==> config.mk <==
export PLATFORM = sky130hd
export DESIGN_NAME = pb_hex_entry
export DESIGN_NICKNAME = d
export VERILOG_FILES = /design/src/rtl/pb_hex_entry_pkg.sv /design/src/rtl/pb_hex_entry_debounce.sv /design/src/rtl/pb_hex_entry.sv
export SDC_FILE = /design/constraint.sdc
export NUM_CORES = 1
export LEC_CHECK = 0
export ABC_CLOCK_PERIOD_IN_PS = 10000
export CORE_MARGIN = 3
export CORE_UTILIZATION = 25
export CTS_BUF_LIST = sky130_fd_sc_hd__clkbuf_8
export CTS_CLUSTER_DIAMETER = 30
export DETAILED_ROUTE_END_ITERATION = 12
export SLEW_MARGIN = 15
export SYNTH_ARGS = -nofsm -noshare
export SYNTH_HDL_FRONTEND = slang
export SYNTH_HIERARCHICAL = 1
export SYNTH_SLANG_ARGS = --single-unit
==> constraint.sdc <==
create_clock -name clk -period 10 [get_ports clk]
set_input_delay 1.5 -clock clk [delete_from_list [all_inputs] [get_ports clk]]
set_output_delay 1.5 -clock clk [all_outputs]
set_load 0.05 [all_outputs]
==> src/rtl/pb_hex_entry_pkg.sv <==
// Shared key indices, FSM state and decoded-event types for the pushbutton hex entry block.
package pb_hex_entry_pkg;

  localparam int KEY_CLEAR = 16;
  localparam int KEY_BKSP  = 17;
  localparam int KEY_ENTER = 18;
  localparam int PB_WIDTH  = 21;

  typedef enum logic {
    ENTRY,
    DONE
  } entry_state_t;

  typedef enum logic [2:0] {
    EV_NONE,
    EV_CLEAR,
    EV_BKSP,
    EV_ENTER,
    EV_DIGIT
  } key_event_t;

endpackage

==> src/rtl/pb_hex_entry_debounce.sv <==
// Two-flop synchronizer plus whole-vector stability debounce; rise_o marks new presses.
module pb_debounce #(
  parameter int WIDTH      = 21,
  parameter int DEB_CYCLES = 4
) (
  input  logic             clk,
  input  logic             reset,
  input  logic [WIDTH-1:0] raw_i,
  output logic [WIDTH-1:0] rise_o
);

  localparam int CNT_W = $clog2(DEB_CYCLES + 1);
  localparam logic [CNT_W-1:0] CNT_MAX = CNT_W'(DEB_CYCLES);

  logic [WIDTH-1:0] s1_q, s2_q, cand_q, stable_q, stable_prev_q;
  logic [CNT_W-1:0] cnt_q;

  always_ff @(posedge clk or posedge reset) begin
    if (reset) begin
      s1_q          <= '0;
      s2_q          <= '0;
      cand_q        <= '0;
      cnt_q         <= '0;
      stable_q      <= '0;
      stable_prev_q <= '0;
    end else begin
      s1_q          <= raw_i;
      s2_q          <= s1_q;
      stable_prev_q <= stable_q;
      if (s2_q != cand_q) begin
        cand_q <= s2_q;
        cnt_q  <= '0;
      end else if (cnt_q != CNT_MAX) begin
        cnt_q <= cnt_q + 1'b1;
        if (cnt_q == CNT_MAX - 1'b1)
          stable_q <= cand_q;
      end
    end
  end

  // Combinational so the owning FSM registers the event one edge after stable moves.
  assign rise_o = stable_q & ~stable_prev_q;

endmodule

==> src/rtl/pb_hex_entry.sv <==
// Pushbutton hex-digit entry: debounce, priority key decode, digit buffer and commit FSM.
// Optional macro PB_HEX_ENTRY_BLANK_EN enables per-digit blanking of unentered digits.
//
// state | meaning
// ENTRY | digits, backspace and enter are accepted
// DONE  | value committed; only CLEAR or BKSP (resume editing) act
module pb_hex_entry
  import pb_hex_entry_pkg::*;
#(
  parameter int NUM_DIGITS = 8,
  parameter int DEB_CYCLES = 4
) (
  input  logic                              clk,
  input  logic                              reset,
  input  logic [PB_WIDTH-1:0]               pb,
  output logic [4*NUM_DIGITS-1:0]           digits_o,
  output logic [$clog2(NUM_DIGITS+1)-1:0]   count_o,
  output logic [4*NUM_DIGITS-1:0]           value_o,
  output logic                              value_valid_o,
  output logic                              key_strobe_o,
  output logic                              overflow_o,
  output logic [NUM_DIGITS-1:0]             blank_mask_o
);

  localparam int CW = $clog2(NUM_DIGITS + 1);
  localparam int BW = 4 * NUM_DIGITS;

  logic [PB_WIDTH-1:0] rise;
  key_event_t          ev;
  logic [3:0]          ev_digit;
  logic                unused_rise;

  entry_state_t        state_q;
  logic [BW-1:0]       buf_q, value_q;
  logic [CW-1:0]       count_q;
  logic                valid_q, strobe_q, ovf_q;

  logic full, in_entry;
  logic do_clear, do_digit, do_ovf, do_bksp, do_enter, do_resume;

  pb_debounce #(
    .WIDTH      (PB_WIDTH),
    .DEB_CYCLES (DEB_CYCLES)
  ) u_deb (
    .clk    (clk),
    .reset  (reset),
    .raw_i  (pb),
    .rise_o (rise)
  );

  assign unused_rise = ^rise[PB_WIDTH-1:KEY_ENTER+1];

  // Descending scan so the lowest-index hex key wins when several coincide.
  always_comb begin
    ev       = EV_NONE;
    ev_digit = 4'h0;
    if (rise[KEY_CLEAR])      ev = EV_CLEAR;
    else if (rise[KEY_BKSP])  ev = EV_BKSP;
    else if (rise[KEY_ENTER]) ev = EV_ENTER;
    else begin
      for (int i = 15; i >= 0; i--) begin
        if (rise[i]) begin
          ev       = EV_DIGIT;
          ev_digit = 4'(i);
        end
      end
    end
  end

  assign full      = (count_q == CW'(NUM_DIGITS));
  assign in_entry  = (state_q == ENTRY);
  assign do_clear  = (ev == EV_CLEAR);
  assign do_digit  = (ev == EV_DIGIT) && in_entry && !full;
  assign do_ovf    = (ev == EV_DIGIT) && in_entry && full;
  assign do_bksp   = (ev == EV_BKSP) && in_entry && (count_q != '0);
  assign do_enter  = (ev == EV_ENTER) && in_entry;
  assign do_resume = (ev == EV_BKSP) && !in_entry;

  always_ff @(posedge clk or posedge reset) begin
    if (reset) begin
      state_q  <= ENTRY;
      buf_q    <= '0;
      count_q  <= '0;
      value_q  <= '0;
      valid_q  <= 1'b0;
      strobe_q <= 1'b0;
      ovf_q    <= 1'b0;
    end else begin
      valid_q  <= 1'b0;
      strobe_q <= 1'b0;
      ovf_q    <= 1'b0;
      if (do_clear) begin
        buf_q    <= '0;
        count_q  <= '0;
        state_q  <= ENTRY;
        strobe_q <= 1'b1;
      end else if (do_digit) begin
        buf_q    <= {buf_q[BW-5:0], ev_digit};
        count_q  <= count_q + 1'b1;
        strobe_q <= 1'b1;
      end else if (do_ovf) begin
        ovf_q    <= 1'b1;
        strobe_q <= 1'b1;
      end else if (do_bksp) begin
        buf_q    <= {4'h0, buf_q[BW-1:4]};
        count_q  <= count_q - 1'b1;
        strobe_q <= 1'b1;
      end else if (do_enter) begin
        value_q  <= buf_q;
        valid_q  <= 1'b1;
        state_q  <= DONE;
        strobe_q <= 1'b1;
      end else if (do_resume) begin
        state_q  <= ENTRY;
        strobe_q <= 1'b1;
      end
    end
  end

`ifdef PB_HEX_ENTRY_BLANK_EN
  logic [NUM_DIGITS-1:0] blank_q;

  // Thermometer code tracking count: bit i set while digit i holds an entered value.
  always_ff @(posedge clk or posedge reset) begin
    if (reset)         blank_q <= '0;
    else if (do_clear) blank_q <= '0;
    else if (do_digit) blank_q <= {blank_q[NUM_DIGITS-2:0], 1'b1};
    else if (do_bksp)  blank_q <= {1'b0, blank_q[NUM_DIGITS-1:1]};
  end

  assign blank_mask_o = blank_q;
`else
  assign blank_mask_o = '1;
`endif

  assign digits_o      = buf_q;
  assign count_o       = count_q;
  assign value_o       = value_q;
  assign value_valid_o = valid_q;
  assign key_strobe_o  = strobe_q;
  assign overflow_o    = ovf_q;

endmodule
# After elaboration in Yosys (flattened, before gate mapping)
# Index checks and enable logic that the tools add are counted.
# word_totals
reg_bits,176
latch_bits,0
mem_bits_rw,0
mem_bits_ro,0
input_bits,23
n_memories,0
# classes
add_sub_neg,3
multipliers,0
n_div,0
order_cmp,0
eq_ne,12
shift,0
mux,68
bitwise_logic,8
reduce_logical,16
# op_table
cell,n
2-to-1 mux 32 bit,4
2-to-1 mux 4 bit,23
2-to-1 mux 3 bit,21
inequality test 21 bit,1
2-to-1 mux 1 bit,20
AND 19 bit,1
inverter 19 bit,1
"== test 3 x 2 -> 1 bit, second input constant",3
logical AND 1 bit,7
"inequality test 2 bit, second input constant",3
"inequality test 3 bit, second input constant",2
inverter 1 bit,6
nonzero test 3 bit,2
AND reduction 5 bit,1
"adder 4 x 1 -> 4 bit, second input constant",1
"== test 4 bit, second input constant",1
AND reduction 4 bit,1
nonzero test 4 bit,1
"subtractor 4 x 1 -> 4 bit, second input constant",1
"adder 3 x 1 -> 3 bit, second input constant",1
"== test 3 x 1 -> 1 bit, second input constant",1
"== test 3 bit, second input constant",1
AND reduction 3 bit,1
AND reduction 2 bit,1
2 further kinds,2

# Depth between registers and ports, before layout
# Gate-level depths: netlist of run 1.
# logic_depth
word_depth,29
depth_mapped,12
mapped_depth_nobuf,10

# Cells and area by module
# Netlist of run 1, hierarchy kept.
# modules_own_cells
module,instances,cells_per_inst,area_per_inst_um2
pb_debounce,1,219,3592.2
pb_hex_entry,1,305,3572.2

# Worst setup path before layout of run 1
# No wires, ideal clock.
# synth_path
kind,register to register
startpoint,"register count_q[1], in the netlist count_o[1]"
endpoint,"register count_q[3], in the netlist count_o[3]"
setup_time_ns,0.071
t_arrival_ns,2.966
t_required_ns,9.929
slack_ns,6.963
stages_incl_launch_ff,11
n_path_buf,1
synth_period_minus_slack_ns,3.037
path_cell_list,dfrtp_1 or4b_4 nand2_2 nor2_4 inv_2 buf_2 ha_1 a21o_1 a21o_1 or4_2 nand4_1
# synth_via
elab_chain_len,5
# synth_lines
item,line,source
start: declaration,pb_hex_entry.sv:35,logic [CW-1:0] count_q;
start signal: assignment,pb_hex_entry.sv:99,count_q <= count_q + 1'b1;
start signal: assignment,pb_hex_entry.sv:106,count_q <= count_q - 1'b1;
subtractor 4 x 1 -> 4 bit or == test 4 bit (tied branches),"pb_hex_entry.sv:106, pb_hex_entry.sv:70",
2-to-1 mux 4 bit or logical NOT 1 bit (tied branches),"pb_hex_entry.sv:104, pb_hex_entry.sv:73",
2-to-1 mux 4 bit or logical AND 1 bit (tied branches),"pb_hex_entry.sv:101, pb_hex_entry.sv:73",
2-to-1 mux 4 bit (tied with other cells),pb_hex_entry.sv:97,end else if (do_digit) begin
2-to-1 mux 4 bit or AND reduction 2 bit (tied branches),--,
# Parallel ways exist; a longest one is shown, timed or not. The select of a mux whose other input is x is not followed.
# A chain may end at the register's enable or synchronous reset.

# Worst setup path in the final report of run 1
# layout_path
startpoint,register u_deb.stable_q[7]
endpoint,"register count_q[3], in the netlist count_o[3]"
# layout_via
elab_chain_len,17
# layout_lines
item,line,source
start: declaration,pb_hex_entry_debounce.sv:15,"logic [WIDTH-1:0] s1_q, s2_q, cand_q, stable_q, stable_prev_q;"
start signal: assignment,pb_hex_entry_debounce.sv:36,stable_q <= cand_q;
AND 19 bit (*),pb_hex_entry_debounce.sv:42,assign rise_o = stable_q & ~stable_prev_q;
via rise[7],pb_hex_entry.sv:28,logic [PB_WIDTH-1:0] rise;
2-to-1 mux 3 bit (*) (8 in series),pb_hex_entry.sv:62,if (rise[i]) begin
2-to-1 mux 3 bit (*),pb_hex_entry.sv:59,else if (rise[KEY_ENTER]) ev = EV_ENTER;
2-to-1 mux 3 bit (*),pb_hex_entry.sv:58,else if (rise[KEY_BKSP]) ev = EV_BKSP;
2-to-1 mux 3 bit (*),pb_hex_entry.sv:57,if (rise[KEY_CLEAR]) ev = EV_CLEAR;
== test 3 bit or == test 3 x 2 -> 1 bit (tied branches),"pb_hex_entry.sv:73, pb_hex_entry.sv:74, pb_hex_entry.sv:75",
logical AND 1 bit (on tied branches) (2 in series),"pb_hex_entry.sv:73, pb_hex_entry.sv:74, pb_hex_entry.sv:75",
inequality test 3 bit (no source line) (tied with other cells),--,
AND reduction 2 bit (no source line) or 2-to-1 mux 4 bit (tied branches),--,
# The timed path passes the listed nets; every way through them passes the cells marked *.

==> results of run 1 <==
[registers in the layout (all words and copies together), names as in the netlist]
register             cells
state_q                  1
u_deb/stable_q          19
value_valid_o            1
overflow_o               1
u_deb/cnt_q              3
value_o                 32
u_deb/s1_q              21
u_deb/cand_q            21
u_deb/s2_q              21
count_o                  4
digits_o                32
key_strobe_o             1
u_deb/stable_prev_q     19
[per-stage QoR]
stage	setup WS (ps)	hold WS, ps	utilization	instances	area, sq um
after global placement	6570	334	0.301	941	8210
final	6360	355	0.316	973	8610
after global routing	6200	364	0.316	973	8610
after CTS	6440	357	0.316	973	8610
after detailed placement	6480	335	0.301	941	8210
after floorplan	5770	331	-	523	7050
[worst min path at each step]
stage / end
final: u_deb/s2_q[2]$_DFF_PP0_
after detailed placement: u_deb/s2_q[16]$_DFF_PP0_
after global routing: u_deb/s2_q[14]$_DFF_PP0_
after global placement: u_deb/s2_q[16]$_DFF_PP0_
after floorplan: u_deb/s2_q[0]$_DFF_PP0_
after CTS: u_deb/s2_q[16]$_DFF_PP0_
[power by group through the flow]
stage          combinational (mW)  sequential (mW)  clock [mW]
5_1_grt                    0.0430            0.734       0.542
2_1_floorplan              0.0297            0.744           0
6_report                   0.0380            0.732       0.487
4_1_cts                    0.0397            0.732       0.508
3_5_place_dp               0.0396            0.746           0
3_3_place_gp               0.0396            0.746           0
[layer usage]
layer	share of wire	routed length (um)
met1	0.48	6840
met2	0.45	6480
met3	0.056	799
met4	0.016	234
met5	0	0
[worst max-delay path, stage by stage (launching register included)]
cell and delay [ps]:
dfrtp_1 410, nor2b_1 170, nor4_2 440, and4_1 680, nor2_4 190, inv_2 340, ha_1 310, a21o_1 170
a21o_1 200, or4_2 540, nand4_1 110
[layout make-up]
cell class                      instances  area (sq um)  share of cell area
Multi-Input combinational cell        282          2320               0.270
Timing Repair Buffer                   97           961               0.112
Sequential cell                       176          4400               0.512
Clock inverter                         15           168              0.0195
Inverter                               14          55.1             0.00640
Tap cell                              372           465              0.0541
Clock buffer                           17           234              0.0272
==> impl_metrics.csv, run 1 <==
group,metric,value,unit
status,outcome,"finished clean",
global_route,grt_use_met1,0.134,
power,sw_frac_of_total,0.261,
final_layout,syn_to_final_growth,22.5,%
setup_path,r2r_setup_slack,6360,ps
global_route,met2_usage,0.148,
placed_design,gp_congestion,0.794,
cts,clk_root_buffer_cell,"clkbuf_8",
cts,clk_latency,470,ps
cts,h-tree-depth,4,
floorplan,rows,60,
sta,setup_tns,0,ps
sta,setup_viol,0,
final_layout,nets,617,
final_layout,layout_common_cells,"176 x dfrtp_1, 93 x clkdlybuf4s50_1, 33 x mux2_2",
route,avgRoutedWirePerCell,14.8,um
global_route,grt_use_met3,0.0293,
global_route,grt_antenna_before_repair,0,
placed_design,detailed_place_hpwl,9990,um
placed_design,port_buffers,93,
setup_path,reg2reg_to,"count_o[3]$_DFFE_PP0P_",
global_route,busiest_layer,"met2",
synthesis,netlist_instances,516,
floorplan,dieArea,30100,sq um
cts,cts_hold_buf,0,
floorplan,die_h,174,um
final_layout,n_antenna_cell,0,
final_layout,drive_gt1_frac,0.188,
power,internal_power,929,uW
global_route,track_usage,0.0984,
setup_path,reg2regPathDepth,10,
power,clockPowerShare,0.388,
setup_path,cp-startpoint,"u_deb/stable_q[7]$_DFFE_PP0P_",
sta,max-slew-margin-rel,0.367,
cts,cts_buffers,17,
route,drt-initial-drc-count,201,
hold_path,hold_path_depth,0,
floorplan,initial_core_util,0.258,
global_route,grt_overflow_total,0,
power,p_per_area,146,nW/um^2
setup_path,crit_type,"reg2reg",
sta,fin_worst_skew,11.6,ps
setup_path,cp_max_fo,19,
cts,cts_setup_buffers,0,
power,seq_power_share,0.582,
route,via_count,4156,
final_layout,final_common_cell,"dfrtp_1",
setup_path,r2r-start,"u_deb/stable_q[7]$_DFFE_PP0P_",
global_route,grt_max_degree,73,
global_route,grt_pass1_wl,23400,um
sta,finalCritPeriodShare,0.364,
flow_run,max-cap-violations,0,
power,ir_drop,0.0839,mV
power,p_switching,328,uW
cts,clock_path_buffers,2,
hold_path,min_path_type,"reg2reg",
setup_path,endpoint_kind,"flip-flop",
setup_path,start_kind,"flip-flop",
setup_path,required,10400,ps
sta,rsz0062_at_grt,"no",
cts,cts_sinks,176,
route,drtPass1Iterations,4,
power,pwr-share-comb,0.030,
sta,max_freq,0.275,GHz
floorplan,die_w,174,um
route,drc,0,
power,leakage,3.92,nW
sta,worst_slew_pin_slew,947,ps
sta,fin_crit,3640,ps
route,via_per_inst,4.27,
cts,cts_resized,0,
synthesis,syn-mean-instance-area,13.6,sq um
floorplan,io_pins,102,
global_route,grt_pass1_vias,4182,
setup_path,worst_ep_arrival_time,4040,ps
cts,cts_tree,"yes",
final_layout,fillerInstances,2760,
synthesis,synth_warnings,6,
synthesis,netlist_area,7030,sq um
floorplan,fp.coreArea,27300,sq um
power,finalPower,1.26,mW
sta,hold_viol,0,
hold_path,holdCritStartpoint,"u_deb/s1_q[2]$_DFF_PP0_",
setup_path,endpoint,"count_o[3]$_DFFE_PP0P_",
sta,slew_viol_final,0,
route,wl,14400,um
cts,path_clk_slew,100,ps
route,ant_nets,0,
(Power assumes the default switching activity.)
==> inputs of run 2 (changes only) <==
Settings changed: ABC_CLOCK_PERIOD_IN_PS 10000 to 3510.
Clock period 10 ns to 3.51 ns, I/O delays scaled along.
==> run 2 against run 1 <==
  * Cell count increased by 0.62%
  * Combinational power grew to 2.9 times the previous value
  * Via count is 0.75% lower
  * Sequential cell count unchanged
  * Worst hold slack improved by 2.7 ps
  * Clock skew grew 5.8 ps
  * Cell area grew 1.1%
  * Clock-buffer cell count stayed put
  * Clock power rose to 3.0 times the previous value
  * Non-clock buffer count grew 6
  * First-iteration DRC count grew 18%
  * Critical path depth is the same
  * Critical path type unchanged
  * Highest routed layer unchanged
==> impl_metrics.csv, run 2 (synthesis gave the netlist of run 1 again) <==
group,metric,value,unit
status,outcome,"finished clean",
cts,cts_resized,0,
final_layout,finalNonFillerCells,979,
setup_path,reg2reg_to,"count_o[3]$_DFFE_PP0P_",
sta,worst_slew_pin_slew,790,ps
global_route,grt_use_met1,0.129,
global_route,grt_antenna_before_repair,0,
setup_path,start_kind,"flip-flop",
global_route,busiest_layer,"met2",
hold_path,hold_path_depth,0,
sta,max_freq,0.320,GHz
floorplan,die_w,174,um
final_layout,drive_gt1_frac,0.196,
sta,fin_crit,3130,ps
floorplan,fp.coreArea,27300,sq um
route,ant_nets,0,
hold_path,min_path_type,"reg2reg",
global_route,grt_use_met3,0.0243,
cts,cts_hold_buf,0,
hold_path,worstHoldEndpoint,"u_deb/s2_q[19]$_DFF_PP0_",
final_layout,layout_common_cells,"176 x dfrtp_1, 93 x clkdlybuf4s50_1, 33 x mux2_2",
placed_design,dp_cells,947,
global_route,grt_pass1_vias,4076,
cts,clk_latency,470,ps
cts,path_clk_slew,110,ps
floorplan,die_h,174,um
power,internal_power,2.67,mW
global_route,met2_usage,0.150,
route,drt-initial-drc-count,237,
setup_path,worst_ep_arrival_time,3520,ps
route,via_per_inst,4.21,
cts,cts_tree,"yes",
sta,setup_viol,0,
hold_path,holdCritStartpoint,"u_deb/s1_q[19]$_DFF_PP0_",
setup_path,r2r-start,"u_deb/stable_q[17]$_DFFE_PP0P_",
sta,fin_worst_skew,17.4,ps
setup_path,reg2regPathDepth,10,
sta,rsz0062_at_grt,"no",
final_layout,nets,623,
cts,clk_root_buffer_cell,"clkbuf_8",
power,pwr-share-comb,0.030,
floorplan,initial_core_util,0.258,
setup_path,required,3900,ps
setup_path,r2r_setup_slack,380,ps
sta,finalCritPeriodShare,0.891,
cts,clock_path_buffers,2,
power,p_switching,971,uW
cts,cts_setup_buffers,0,
cts,cts_buffers,17,
route,via_count,4125,
power,leakage,3.97,nW
route,wl,14100,um
setup_path,endpoint_kind,"flip-flop",
sta,hold_viol,0,
setup_path,crit_type,"reg2reg",
final_layout,fillerInstances,2716,
final_layout,final_common_cell,"dfrtp_1",
power,seq_power_share,0.573,
route,avgRoutedWirePerCell,14.4,um
placed_design,port_buffers,93,
sta,setup_tns,0,ps
sta,whs,358,ps
sta,slew_viol_final,0,
cts,cts_sinks,176,
placed_design,detailed_place_hpwl,9880,um
power,ir_drop,0.326,mV
setup_path,cp_max_fo,16,
final_layout,n_antenna_cell,0,
global_route,track_usage,0.0946,
flow_run,max-cap-violations,0,
final_layout,syn_to_final_growth,23.9,%
floorplan,dieArea,30100,sq um
global_route,grt_overflow_total,0,
floorplan,io_pins,102,
placed_design,gp_congestion,0.765,
floorplan,rows,60,
route,drtPass1Iterations,4,
power,sw_frac_of_total,0.267,
power,finalPower,3.64,mW
cts,h-tree-depth,4,
route,drc,0,
power,p_per_area,418,nW/um^2
global_route,grt_pass1_wl,22900,um
global_route,grt_max_degree,67,
sta,max-slew-margin-rel,0.473,
power,clockPowerShare,0.397,
## run 2: changes by cell type in the layout (fill, tap and decap cells not counted), sizes merged
cell | before | now
inv | 22 | 20
clkinvlp | 3 | 0
buf | 4 | 10
clkinv | 4 | 9
## run 2: area by class of cell
| type | instances | area [sq um] | area share |
|---|---|---|---|
| flip-flops and latches | 176 | 4400 | 0.506 |
| multi-input cells | 282 | 2320 | 0.267 |
| well taps | 372 | 465 | 0.0535 |
| clock buffers | 17 | 234 | 0.0269 |
| inverters | 14 | 55.1 | 0.00633 |
| clock inverters | 15 | 206 | 0.0237 |
| repair buffers | 103 | 1020 | 0.117 |
## run 2: critical path, stage by stage, from the launching register on
cell	delay, ps
dfrtp_1	400
nor2b_1	240
nor4_4	310
nand2_2	270
nor2_4	390
inv_2	120
ha_1	300
a21o_1	180
a21o_1	200
or4_2	540
nand4_1	110
## run 2: stage by stage
step / utilization / area (sq um) / setup slack [ps]
CTS: 0.319 / 8700 / 379
finish: 0.319 / 8700 / 384
global route: 0.319 / 8700 / 146
floorplan: - / 7050 / 251
detailed placement: 0.303 / 8260 / 416
global placement: 0.303 / 8260 / 467
## run 2: how the worst max path moves through the flow
stage,cells after the start,slack [ps],startpoint,endpoint
detailed placement,10,420,u_deb/stable_q[17]$_DFFE_PP0P_,count_o[3]$_DFFE_PP0P_
global route,10,150,u_deb/stable_q[17]$_DFFE_PP0P_,count_o[3]$_DFFE_PP0P_
CTS,10,380,u_deb/stable_q[17]$_DFFE_PP0P_,count_o[3]$_DFFE_PP0P_
global placement,10,470,u_deb/stable_q[17]$_DFFE_PP0P_,count_o[3]$_DFFE_PP0P_
finish,10,380,u_deb/stable_q[17]$_DFFE_PP0P_,count_o[3]$_DFFE_PP0P_
floorplan,1,250,reset,u_deb/cand_q[0]$_DFFE_PP0N_
## run 2: per-layer routing
layer | wire length (um) | share of wire | up-vias
met5 | 0 | 0 | -
met4 | 164 | 0.012 | 0
met3 | 906 | 0.064 | 15
met2 | 6490 | 0.46 | 132
met1 | 6490 | 0.46 | 2030
li1 | - | - | 1948
## run 2: power by group through the flow
| stage | combinational (mW) | sequential [mW] | clock [mW] |
|---|---|---|---|
| detailed placement | 0.116 | 2.13 | 0 |
| finish | 0.111 | 2.08 | 1.44 |
| floorplan | 0.0847 | 2.12 | 0 |
| global route | 0.126 | 2.09 | 1.58 |
| CTS | 0.116 | 2.09 | 1.49 |
| global placement | 0.115 | 2.12 | 0 |
